$ cat src/rtl/minterm_pkg.sv
// Shared types and constants for the minterm truth-table scanner.
// No logic; no latency.
// No handshakes; constants only.
package minterm_pkg;

    localparam int N_INPUTS_DEFAULT = 4;
    localparam int TABLE_W          = 1 << N_INPUTS_DEFAULT;
    localparam int SETTLE_W         = 4;

    // Golden table of the reference function: minterms 1,5,9,13,15
    localparam logic [TABLE_W-1:0] EXPECTED_TABLE = 16'hA222;

    typedef enum logic [1:0] {
        IDLE   = 2'd0,
        DRIVE  = 2'd1,
        SAMPLE = 2'd2,
        DONE   = 2'd3
    } state_t;

endpackage

$ cat src/rtl/settle_counter.sv
// Loadable down-counter that stops at zero and flags it.
// Load and decrement take effect on the next clock edge; zero flag is combinational.
// No handshakes; load has priority over decrement.
module settle_counter #(
    parameter int W = 4
) (
    input  logic         clk,
    input  logic         rst_n,
    input  logic         load,
    input  logic [W-1:0] load_val,
    input  logic         dec,
    output logic         zero
);

    logic [W-1:0] count;

    always_ff @(posedge clk or negedge rst_n) begin
        if (!rst_n) begin
            count <= '0;
        end else if (load) begin
            count <= load_val;
        end else if (dec && (count != '0)) begin
            count <= count - W'(1);
        end
    end

    assign zero = (count == '0);

endmodule

$ cat src/rtl/minterm_scanner.sv
// Sweeps every input vector through an external function stage and packs the results into a truth table.
// SETTLE_CYCLES+2 cycles per vector, 2^N_INPUTS vectors, then a one-cycle done pulse.
// No backpressure; start is only honoured in IDLE. Optional compare via MINTERM_SCANNER_COMPARE_EN.
module minterm_scanner
    import minterm_pkg::*;
#(
    parameter int N_INPUTS      = N_INPUTS_DEFAULT,
    parameter int SETTLE_CYCLES = 1
`ifdef MINTERM_SCANNER_COMPARE_EN
    ,
    parameter logic [(1<<N_INPUTS)-1:0] EXPECTED_TABLE = minterm_pkg::EXPECTED_TABLE
`endif
) (
    input  logic                       clk,
    input  logic                       rst_n,
    input  logic                       start,
    input  logic                       fn_result,
    output logic [N_INPUTS-1:0]        vec_out,
    output logic                       vec_valid,
    output logic                       busy,
    output logic                       done,
    output logic [(1<<N_INPUTS)-1:0]   table_out,
    output logic [N_INPUTS:0]          ones_count
`ifdef MINTERM_SCANNER_COMPARE_EN
    ,
    output logic                       mismatch
`endif
);

    localparam int TW = 1 << N_INPUTS;
    localparam int CW = N_INPUTS + 1;

    state_t              state_q, state_d;
    logic [N_INPUTS-1:0] vec_q, vec_d;
    logic [TW-1:0]       table_q, table_d;
    logic [CW-1:0]       ones_q, ones_d;
    logic                cnt_load, cnt_dec, cnt_zero;
    logic                last_vec;

    assign last_vec = (vec_q == {N_INPUTS{1'b1}});

    settle_counter #(
        .W (SETTLE_W)
    ) u_settle (
        .clk      (clk),
        .rst_n    (rst_n),
        .load     (cnt_load),
        .load_val (SETTLE_W'(SETTLE_CYCLES)),
        .dec      (cnt_dec),
        .zero     (cnt_zero)
    );

    always_comb begin
        state_d  = state_q;
        vec_d    = vec_q;
        table_d  = table_q;
        ones_d   = ones_q;
        cnt_load = 1'b0;
        cnt_dec  = 1'b0;
        case (state_q)
            IDLE: begin
                if (start) begin
                    state_d  = DRIVE;
                    vec_d    = '0;
                    table_d  = '0;
                    ones_d   = '0;
                    cnt_load = 1'b1;
                end
            end
            DRIVE: begin
                if (cnt_zero) begin
                    state_d = SAMPLE;
                end else begin
                    cnt_dec = 1'b1;
                end
            end
            SAMPLE: begin
                table_d[vec_q] = fn_result;
                ones_d         = ones_q + CW'(fn_result);
                // Terminal vector exits instead of wrapping vec_out back to 0
                if (last_vec) begin
                    state_d = DONE;
                end else begin
                    vec_d    = vec_q + N_INPUTS'(1);
                    cnt_load = 1'b1;
                    state_d  = DRIVE;
                end
            end
            DONE: begin
                state_d = IDLE;
            end
            default: begin
                state_d = IDLE;
            end
        endcase
    end

    always_ff @(posedge clk or negedge rst_n) begin
        if (!rst_n) begin
            state_q <= IDLE;
            vec_q   <= '0;
            table_q <= '0;
            ones_q  <= '0;
        end else begin
            state_q <= state_d;
            vec_q   <= vec_d;
            table_q <= table_d;
            ones_q  <= ones_d;
        end
    end

    assign vec_out    = vec_q;
    assign table_out  = table_q;
    assign ones_count = ones_q;
    assign vec_valid  = (state_q == DRIVE) || (state_q == SAMPLE);
    assign busy       = (state_q == DRIVE) || (state_q == SAMPLE);
    assign done       = (state_q == DONE);

`ifdef MINTERM_SCANNER_COMPARE_EN
    logic mismatch_q;

    // Compare against the completed table so the flag is valid during the DONE cycle
    always_ff @(posedge clk or negedge rst_n) begin
        if (!rst_n) begin
            mismatch_q <= 1'b0;
        end else if ((state_q == IDLE) && start) begin
            mismatch_q <= 1'b0;
        end else if ((state_q == SAMPLE) && (state_d == DONE)) begin
            mismatch_q <= (table_d != EXPECTED_TABLE);
        end
    end

    assign mismatch = mismatch_q;
`endif

endmodule

$ cat config.mk
export PLATFORM = sky130hd
export DESIGN_NAME = minterm_scanner
export DESIGN_NICKNAME = d
export VERILOG_FILES = /design/src/rtl/minterm_pkg.sv /design/src/rtl/settle_counter.sv /design/src/rtl/minterm_scanner.sv
export SDC_FILE = /design/constraint.sdc
export NUM_CORES = 1
export LEC_CHECK = 0
export ABC_AREA = 1
export BUFFER_PORTS_ARGS = -buffer_cell sky130_fd_sc_hd__buf_4
export CORE_MARGIN = 3
export CORE_UTILIZATION = 25
export DETAILED_ROUTE_END_ITERATION = 10
export GPL_ROUTABILITY_DRIVEN = 0
export PLACE_DENSITY = 0.45
export SLEW_MARGIN = 20
export SYNTH_ARGS = -nofsm -noshare
export SYNTH_HDL_FRONTEND = slang
export SYNTH_SLANG_ARGS = --single-unit
$ cat constraint.sdc
create_clock -name clk -period 3.25 [get_ports clk]
set_clock_uncertainty 0.2 [all_clocks]
set_input_delay 0.1625 -clock clk [delete_from_list [all_inputs] [get_ports clk]]
set_output_delay 0.1625 -clock clk [all_outputs]
set_load 0.005 [all_outputs]
# [Yosys cells after proc, flatten, opt, wreduce, memory -nomap -nowiden]
# Index checks and enable logic that the tools add are counted.
[classes] addsub=3 magnitude_cmp=2 eq_ne=7 mux=21 reduce_logical=11
[ops] cell="case mux 16 bit (2 select lines)" count=1
[ops] cell="bitwise mux 16 bit" count=1
[ops] cell="2-to-1 mux 16 bit" count=1
[ops] cell="2-to-1 mux 4 bit" count=4
[ops] cell="case mux 5 bit (2 select lines)" count=1
[ops] cell="case mux 2 bit (4 select lines)" count=1
[ops] cell="case mux 4 bit (2 select lines)" count=1
[ops] cell="2-to-1 mux 2 bit" count=3
[ops] cell="!= test 2 bit, second input constant" count=3
[ops] cell="adder 5 x 1 -> 5 bit" count=1
[ops] cell="< comparator 4 x 5 -> 1 bit, second input constant" count=1
[ops] cell="2-to-1 mux 1 bit" count=5
[ops] cell="2-to-1 mux 5 bit" count=1
[ops] cell="adder 4 x 1 -> 4 bit, second input constant" count=1
[ops] cell="demux 1 bit (select 4 bit)" count=1
[ops] cell="equality test 2 bit, second input constant" count=2
[ops] cell="equality test 4 bit, second input constant" count=1
[ops] cell="greater-or-equal comparator 4 x 1 -> 1 bit, second input constant" count=1
[ops] cell="logical NOT 4 bit" count=1
[ops] cell="AND reduction 2 bit" count=2
[ops] cell="nonzero test 2 bit" count=2
[ops] cell="nonzero test 4 bit" count=1
[ops] cell="subtractor 4 x 1 -> 4 bit, second input constant" count=1
[ops] cell="AND reduction 3 bit" count=1
[ops] cell="other kinds (5)" count=6
[word_totals] register_bits=31

# [Logic depth before layout (Yosys ltp)]
# Gate-level depths: netlist of run 1.
[logic_depth] depth_word=6 depth_mapped=10

# [Hierarchy]
# A second synthesis of run 1 with hierarchy kept.
[unflattened] hier_cells=264 area_unflattened_um2=1919.3
[by_module_without_submodules] module="minterm_scanner" n_inst=1 cells_each=218 area_per_inst_um2=1624.1 seq_area_each_um2=675.6
[by_module_without_submodules] module="settle_counter" n_inst=1 cells_each=46 area_per_inst_um2=295.3 seq_area_each_um2=100.1

# [Worst setup path before layout of run 1]
# Ideal clock, no wire load.
[synth_timing] path_type="register to register" startpoint="register state_q[0]" endpoint="register table_q[15], in the netlist table_out[15]" setup_ns=0.139 arrival_ns=1.383 t_required_ns=2.911 setup_slack_ns=1.528 path_stages_with_launch=10 synth_period_minus_slack_ns=1.722 cell_sequence="dfrtp_1 inv_1 ha_1 buf_6 inv_2 o21ai_4 buf_6 nand2_1 nand2_1 o31ai_1"
[synth_between] elab_chain_len=3 word_cells_on_any_way=6 classes_between="2 x eq/ne; 1 x mux; 3 x reduce/logical"
[synth_rtl] element="start, declared" line_no="minterm_scanner.sv:33" rtl="state_t state_q, state_d;"
[synth_rtl] element="start signal, assigned" line_no="minterm_scanner.sv:105" rtl="state_q <= state_d;"
[synth_rtl] element="equality test 2 bit or logical NOT 2 bit (tied branches)" line_no="minterm_scanner.sv:60" rtl="case (state_q)"
[synth_rtl] element="nonzero test 2 bit (no source line) or != test 2 bit (tied branches)"
[synth_rtl] element="AND reduction 2 bit (no source line)"
[synth_rtl] element="end signal, assigned" line_no="minterm_scanner.sv:107" rtl="table_q <= table_d;"
[synth_rtl] element="end, declared" line_no="minterm_scanner.sv:35" rtl="logic [TW-1:0] table_q, table_d;"
# Several ways; a longest one is shown, not always the timed one.
# A chain may end at the register's enable or synchronous reset.

# [Worst setup path after layout of run 1]
[layout_timing] startpoint="register state_q[0]" endpoint="register table_q[5], in the netlist table_out[5]"
# Same word-level chain as after synthesis.

==> flow_metrics.py, run 1 <==
metrics = {
    "run_status": {
        "status": "completed",
    },
    "final_layout": {
        "final_area_um2": 2320,
        "nFillCells": 805,
        "antenna_cells": 0,
        "drive_above_1_share": 0.144,
        "finalNetCount": 314,
        "finalCoreUtilization": 0.317,
        "area_delta_synth_final_pct": 22.2,
    },
    "die": {
        "fp.dieH_um": 93.2,
        "die_area_um2": 8690,
        "start_util": 0.259,
        "coreArea_um2": 7330,
        "row_count": 31,
        "io_pins": 32,
        "fp.dieW_um": 93.2,
    },
    "synth": {
        "avgSynthCellArea_um2": 7.20,
        "synth-edff-count": 0,
        "synth_common_cells": "nand2_1, inv_1, dfrtp_1",
        "netlist_instances": 264,
        "yosysMostFrequentCell": "nand2_1",
        "yosys.area.top_type": "dfrtp_1",
        "synth_nets": 281,
        "ys_top_cells_by_area": "dfrtp_1, nand2_1, ha_1, inv_1, nand3_1",
        "yosys_warnings": 0,
        "async_reset_ff_frac": 1.00,
        "synth_seq_cells": 31,
        "synthFlopType": "dfrtp_1",
        "ys_seq_area_frac": 0.408,
        "syn_area_um2": 1900,
        "synth_top_area_share": 0.408,
        "ys_types": 19,
    },
    "worst_setup_path": {
        "r2r_cells": 9,
        "rr_startpoint": "state_q[0]$_DFFE_PN0P_",
        "startpoint_type": "flop",
        "critical_path_depth": 9,
        "arrival_ps": 2280,
        "slowest_delay_ps": 500,
        "worstPathCellList": "inv_1 -> ha_1 -> buf_4 -> inv_2 -> o21ai_4 -> buf_4 -> nand3_1 -> nand2_1 -> inv_1",
        "timing.rr.end": "table_out[5]$_DFFE_PN0P_",
        "cp_slowest_cell": "o21ai_4",
        "rrSetupSlack_ps": 950,
        "crit_family": "buffers and inverters",
        "path_max_fanout": 27,
        "required_ps": 3230,
        "critPathBufInv": 5,
        "crit_type": "flop to flop",
        "cp-end-kind": "flop",
    },
    "detailed_routing": {
        "wl_met1_mm": 2.33,
        "post_drt_wl_per_cell_um": 11.1,
        "met2_length_mm": 1.85,
        "antenna_left": 0,
        "routed-via-count": 1646,
        "first_pass_iters": 6,
        "wl_met3_um": 153,
        "drt-initial-drc-count": 88,
        "dr.max_layer_used": "met4",
        "routed_wirelength_mm": 4.40,
        "drc": 0,
        "viasPerCell": 4.15,
    },
    "min_path": {
        "min-delay-start": "start",
        "hold_class": "primary input to flop",
        "hold_end": "ones_count[0]$_DFFE_PN0P_",
        "hold_path_depth": 5,
    },
    "sta": {
        "tns_ps": 0,
        "min_period_ps": 2300,
        "rsz0062_at_grt": "false",
        "tightest_slew_ps": 700,
        "hold_viol_final": 0,
        "timing.slew.headroom": 0.529,
        "hold_slack_ps": 81.5,
        "setup_viol": 0,
        "post-route-period-util": 0.709,
        "slew_violations": 0,
        "timing.fmax_mhz": 434,
    },
    "placement": {
        "io_buffers": 31,
        "dpl_cell_area_um2": 2200,
        "dpl.hpwl_mm": 3.21,
    },
    "cts": {
        "cts_tree": "yes",
        "numCtsBuffers": 5,
        "cts-hold-fix-buffers": 2,
        "clk_pin_slew_worst_paths_ps": 70,
        "cts_setup_buffers": 0,
        "cts.path.max_buffers": 2,
        "cts.sinks": 31,
        "insertion_delay_ps": 280,
        "post_cts_resized": 0,
        "cts_max_level": 2,
        "cts-root-buf": "clkbuf_8",
    },
    "grt": {
        "grt_pass1_wl_mm": 7.71,
        "grt_pass1_vias": 1602,
        "track_usage": 0.110,
        "grt_max_degree": 32,
        "antenna_found_initial": 0,
        "grt-ovfl-total": 0,
    },
    "power_and_ir_drop": {
        "ir_drop_v": 0.000205,
        "p_leak_nw": 1.30,
        "p_per_area_nw_per_um2": 636,
    },
    "job": {
        "cap_violations": 0,
    },
}
## report_power, final
part	switching [mW]	internal, mW	total (mW)
Sequential	0.0565	0.438	0.494
Combinational	0.417	0.222	0.639
Clock	0.150	0.193	0.344
## state kept, by name (all words and copies together), names as in the netlist
name and count:
table_out 16, ones_count 5, u_settle.count 4, state_q 2, vec_out 4
## logic make-up (layout without fill, tap and decap cells)
| family | after synthesis | count (layout) | synth area share |
|---|---|---|---|
| buffers and inverters | 52 | 86 | 0.122 |
| DFF | 31 | 31 | 0.408 |
| xor gates and xnor gates | 1 | 1 | 0.00461 |
| and+or+nand+nor | 145 | 145 | 0.313 |
| adders and majority gates | 13 | 13 | 0.0855 |
| AOI/OAI and AO/OA | 22 | 22 | 0.0671 |
## placed cells by master (no fill, tap or decap), types with 2 or more instances in the layout
cell type      synthesis  layout
a21oi_1                7       7
clkbuf_8               0       7
inv_1                 42      42
dfrtp_1               31      31
o21ai_1                2       2
nand2_1               90      90
dlygate4sd3_1          0       2
nand3_1               27      27
ha_1                  13      13
nor2_1                21      21
nand4_1                7       7
o21ai_0               10      10
buf_4                  1      33
## worst max-delay path by stage
stage | start | to | slack (ps)
after global placement | state_q[0]$_DFFE_PN0P_ | table_out[5]$_DFFE_PN0P_ | 1020
final | state_q[0]$_DFFE_PN0P_ | table_out[5]$_DFFE_PN0P_ | 950
after CTS | state_q[0]$_DFFE_PN0P_ | table_out[9]$_DFFE_PN0P_ | 930
after global routing | state_q[0]$_DFFE_PN0P_ | table_out[7]$_DFFE_PN0P_ | 750
after floorplan | state_q[0]$_DFFE_PN0P_ | table_out[15]$_DFFE_PN0P_ | 1530
after detailed placement | state_q[0]$_DFFE_PN0P_ | table_out[9]$_DFFE_PN0P_ | 950
## metal layers
layer	vias up	track usage
met3	6	0.0225
met4	0	0.0379
met1	732	0.161
met5	-	0
li1	884	-
met2	24	0.160
## worst register-to-register path: stages (launching register included)
cell and delay (ps):
dfrtp_1 430, inv_1 130, ha_1 150, buf_4 220, inv_2 90, o21ai_4 500, buf_4 290, nand3_1 80
nand2_1 80, inv_1 40
## metrics by stage
stage                     cells  setup slack [ps]  power (mW)
after floorplan             264              1530       0.988
after global placement      387              1020        1.14
after detailed placement    387               952        1.15
after CTS                   397               931        1.50
after global routing        397               747        1.62
final                       397               947        1.48
## layout make-up
class                   instances  area, um2  area share
inverters                      43        161      0.0695
multi-input cells             181        895       0.385
clock buffers                   8        100      0.0431
well taps                      99        124      0.0533
repair buffers                 35        268       0.115
flip-flops and latches         31        776       0.334
Power figures use the tool's default switching activity.
==> inputs of run 2 (changes only) <==
Settings changed: ABC_AREA 1 to 0.
Clock period 3.25 ns to 2.3 ns, I/O delays scaled along.
==> run 2 against run 1 <==
  * Combinational power up 52%
  * Final area down 12%
  * Power up 51%
  * Routed wire length down 13%
  * Sequential power up 57%
  * Critical path depth down 3
==> flow_metrics.py, run 2 <==
metrics = {
    "run_status": {
        "status": "completed",
    },
    "sta": {
        "post-route-period-util": 0.882,
        "timing.fmax_mhz": 493,
        "hold_viol_final": 0,
        "timing.slew.headroom": 0.637,
        "tightest_slew_ps": 540,
        "setup_viol": 0,
        "tns_ps": 0,
        "slew_violations": 0,
        "rsz0062_at_grt": "false",
        "min_period_ps": 2030,
        "setup_ws_ps": 271,
    },
    "power_and_ir_drop": {
        "total_power_mw": 2.22,
        "p_per_area_nw_per_um2": 1090,
        "p_leak_nw": 0.963,
        "ir_drop_v": 0.000556,
    },
    "cts": {
        "cts_max_level": 2,
        "cts.sinks": 31,
        "cts_setup_buffers": 0,
        "post_cts_resized": 0,
        "clk_pin_slew_worst_paths_ps": 70,
        "insertion_delay_ps": 280,
        "cts-root-buf": "clkbuf_8",
        "numCtsBuffers": 5,
        "cts-hold-fix-buffers": 2,
        "cts_tree": "yes",
        "cts.path.max_buffers": 2,
    },
    "worst_setup_path": {
        "critPathBufInv": 1,
        "startpoint_type": "flop",
        "crit_family": "adder cells",
        "cp_slowest_cell": "ha_1",
        "crit_type": "flop to flop",
        "slowest_delay_ps": 450,
        "path_max_fanout": 19,
        "worstPathCellList": "inv_1 -> ha_1 -> mux2_4 -> nand4_1 -> nand3_1 -> o21ai_1",
        "required_ps": 2270,
        "cp-end-kind": "flop",
        "arrival_ps": 2000,
    },
    "synth": {
        "synth_top_area_share": 0.473,
        "ys_top_cells_by_area": "dfrtp_1, ha_1, nand3_1, o21ai_0, nand2_1",
        "yosys_warnings": 0,
        "syn_area_um2": 1640,
        "synth_seq_cells": 31,
        "synth_nets": 185,
        "yosysMostFrequentCell": "nand3_1",
        "async_reset_ff_frac": 1.00,
        "avgSynthCellArea_um2": 9.76,
        "netlist_instances": 168,
        "synth-edff-count": 0,
        "synthFlopType": "dfrtp_1",
        "ys_types": 35,
        "synth_common_cells": "nand3_1, dfrtp_1, o21ai_0",
        "ys_seq_area_frac": 0.473,
        "yosys.area.top_type": "dfrtp_1",
    },
    "placement": {
        "dpl.hpwl_mm": 2.67,
        "dp_slack_ps": 252,
        "io_buffers": 31,
        "place_inst": 267,
    },
    "job": {
        "cap_violations": 0,
    },
    "min_path": {
        "hold_class": "primary input to flop",
    },
    "detailed_routing": {
        "post_drt_wl_per_cell_um": 13.9,
        "routed_wirelength_mm": 3.85,
        "viasPerCell": 4.68,
        "routed-via-count": 1296,
        "first_pass_iters": 4,
        "drc": 0,
        "drt-initial-drc-count": 85,
        "antenna_left": 0,
    },
    "die": {
        "coreArea_um2": 6130,
        "fp.dieW_um": 87,
        "fp.dieH_um": 87,
        "row_count": 28,
        "io_pins": 32,
        "die_area_um2": 7570,
        "start_util": 0.268,
    },
    "grt": {
        "grt_pass1_wl_mm": 6.44,
        "grt_pass1_vias": 1322,
        "antenna_found_initial": 0,
        "grt_max_degree": 32,
        "track_usage": 0.110,
        "grt-ovfl-total": 0,
    },
    "final_layout": {
        "largest_reg_flops": 16,
        "layout_common_cells": "buf_4, nand3_1, dfrtp_1",
        "drive_above_1_share": 0.233,
        "layout.cells.non_filler": 277,
        "antenna_cells": 0,
        "layout_commonest_cell": "buf_4",
        "area_delta_synth_final_pct": 24.8,
        "finalNetCount": 218,
    },
}
-- run 2: changes by cell type after synthesis, sizes merged, moves of 5 or more --
cell   delta
nand2    -78
inv      -37
nor2     -14
o21ai     +7
nand3     +5
-- run 2: worst paths after layout --
check | start | endpoint | slack (ps) | depth (start not counted)
worst min register to register | table_out[15]$_DFFE_PN0P_ | table_out[15]$_DFFE_PN0P_ | 280 | 1
max in group asynchronous | rst_n | ones_count[0]$_DFFE_PN0P_ | 1490 | 2
worst max register to register | state_q[0]$_DFFE_PN0P_ | table_out[13]$_DFFE_PN0P_ | 270 | 6
worst max-delay path | state_q[0]$_DFFE_PN0P_ | table_out[13]$_DFFE_PN0P_ | 270 | 6
min in group asynchronous | rst_n | table_out[9]$_DFFE_PN0P_ | 110 | 2
worst min-delay path | fn_result | ones_count[0]$_DFFE_PN0P_ | 20 | 3
-- run 2: metrics by stage --
stage	util	hold slack, ps	instance area (um2)
3_3_place_gp	0.314	-117	1930
3_5_place_dp	0.314	-114	1930
4_1_cts	0.334	11.7	2050
2_1_floorplan	-	-381	1640
5_1_grt	0.334	13.5	2050
6_report	0.334	20.8	2050
-- run 2: final cells by class --
| cell class | count | area (um2) |
|---|---|---|
| Timing Repair Buffer | 36 | 275 |
| Sequential cell | 31 | 776 |
| Clock buffer | 8 | 100 |
| Tap cell | 75 | 93.8 |
| Fill cell | 635 | 4080 |
| Multi-Input combinational cell | 121 | 779 |
| Inverter | 6 | 22.5 |
-- run 2: logic make-up (layout without fill, tap and decap cells) --
group	Yosys count	after routing	synth area share
XOR/XNOR	4	4	0.0214
multiplexers	1	1	0.00915
adder cells (fa/ha/maj)	13	13	0.0992
buffers and inverters	16	50	0.0519
AO/OA/AOI/OAI	35	35	0.130
AND/OR/NAND/NOR	68	68	0.216
flip-flops	31	31	0.473
-- run 2: tightest hold or removal path: stages --
cell	delay, ps
buf_4	90
ha_1	120
a32o_1	140
-- run 2: power breakdown --
part / internal [mW] / switching [mW] / total [mW]
logic: 0.417 / 0.553 / 0.969
registers: 0.655 / 0.124 / 0.778
clock network: 0.273 / 0.203 / 0.476
-- run 2: layer usage --
layer,global-route usage,up-vias,part of all wire
met5,0,-,0
li1,-,664,-
met2,0.168,30,0.44
met1,0.149,598,0.50
met4,0.0411,0,0.0096
met3,0.0293,4,0.049
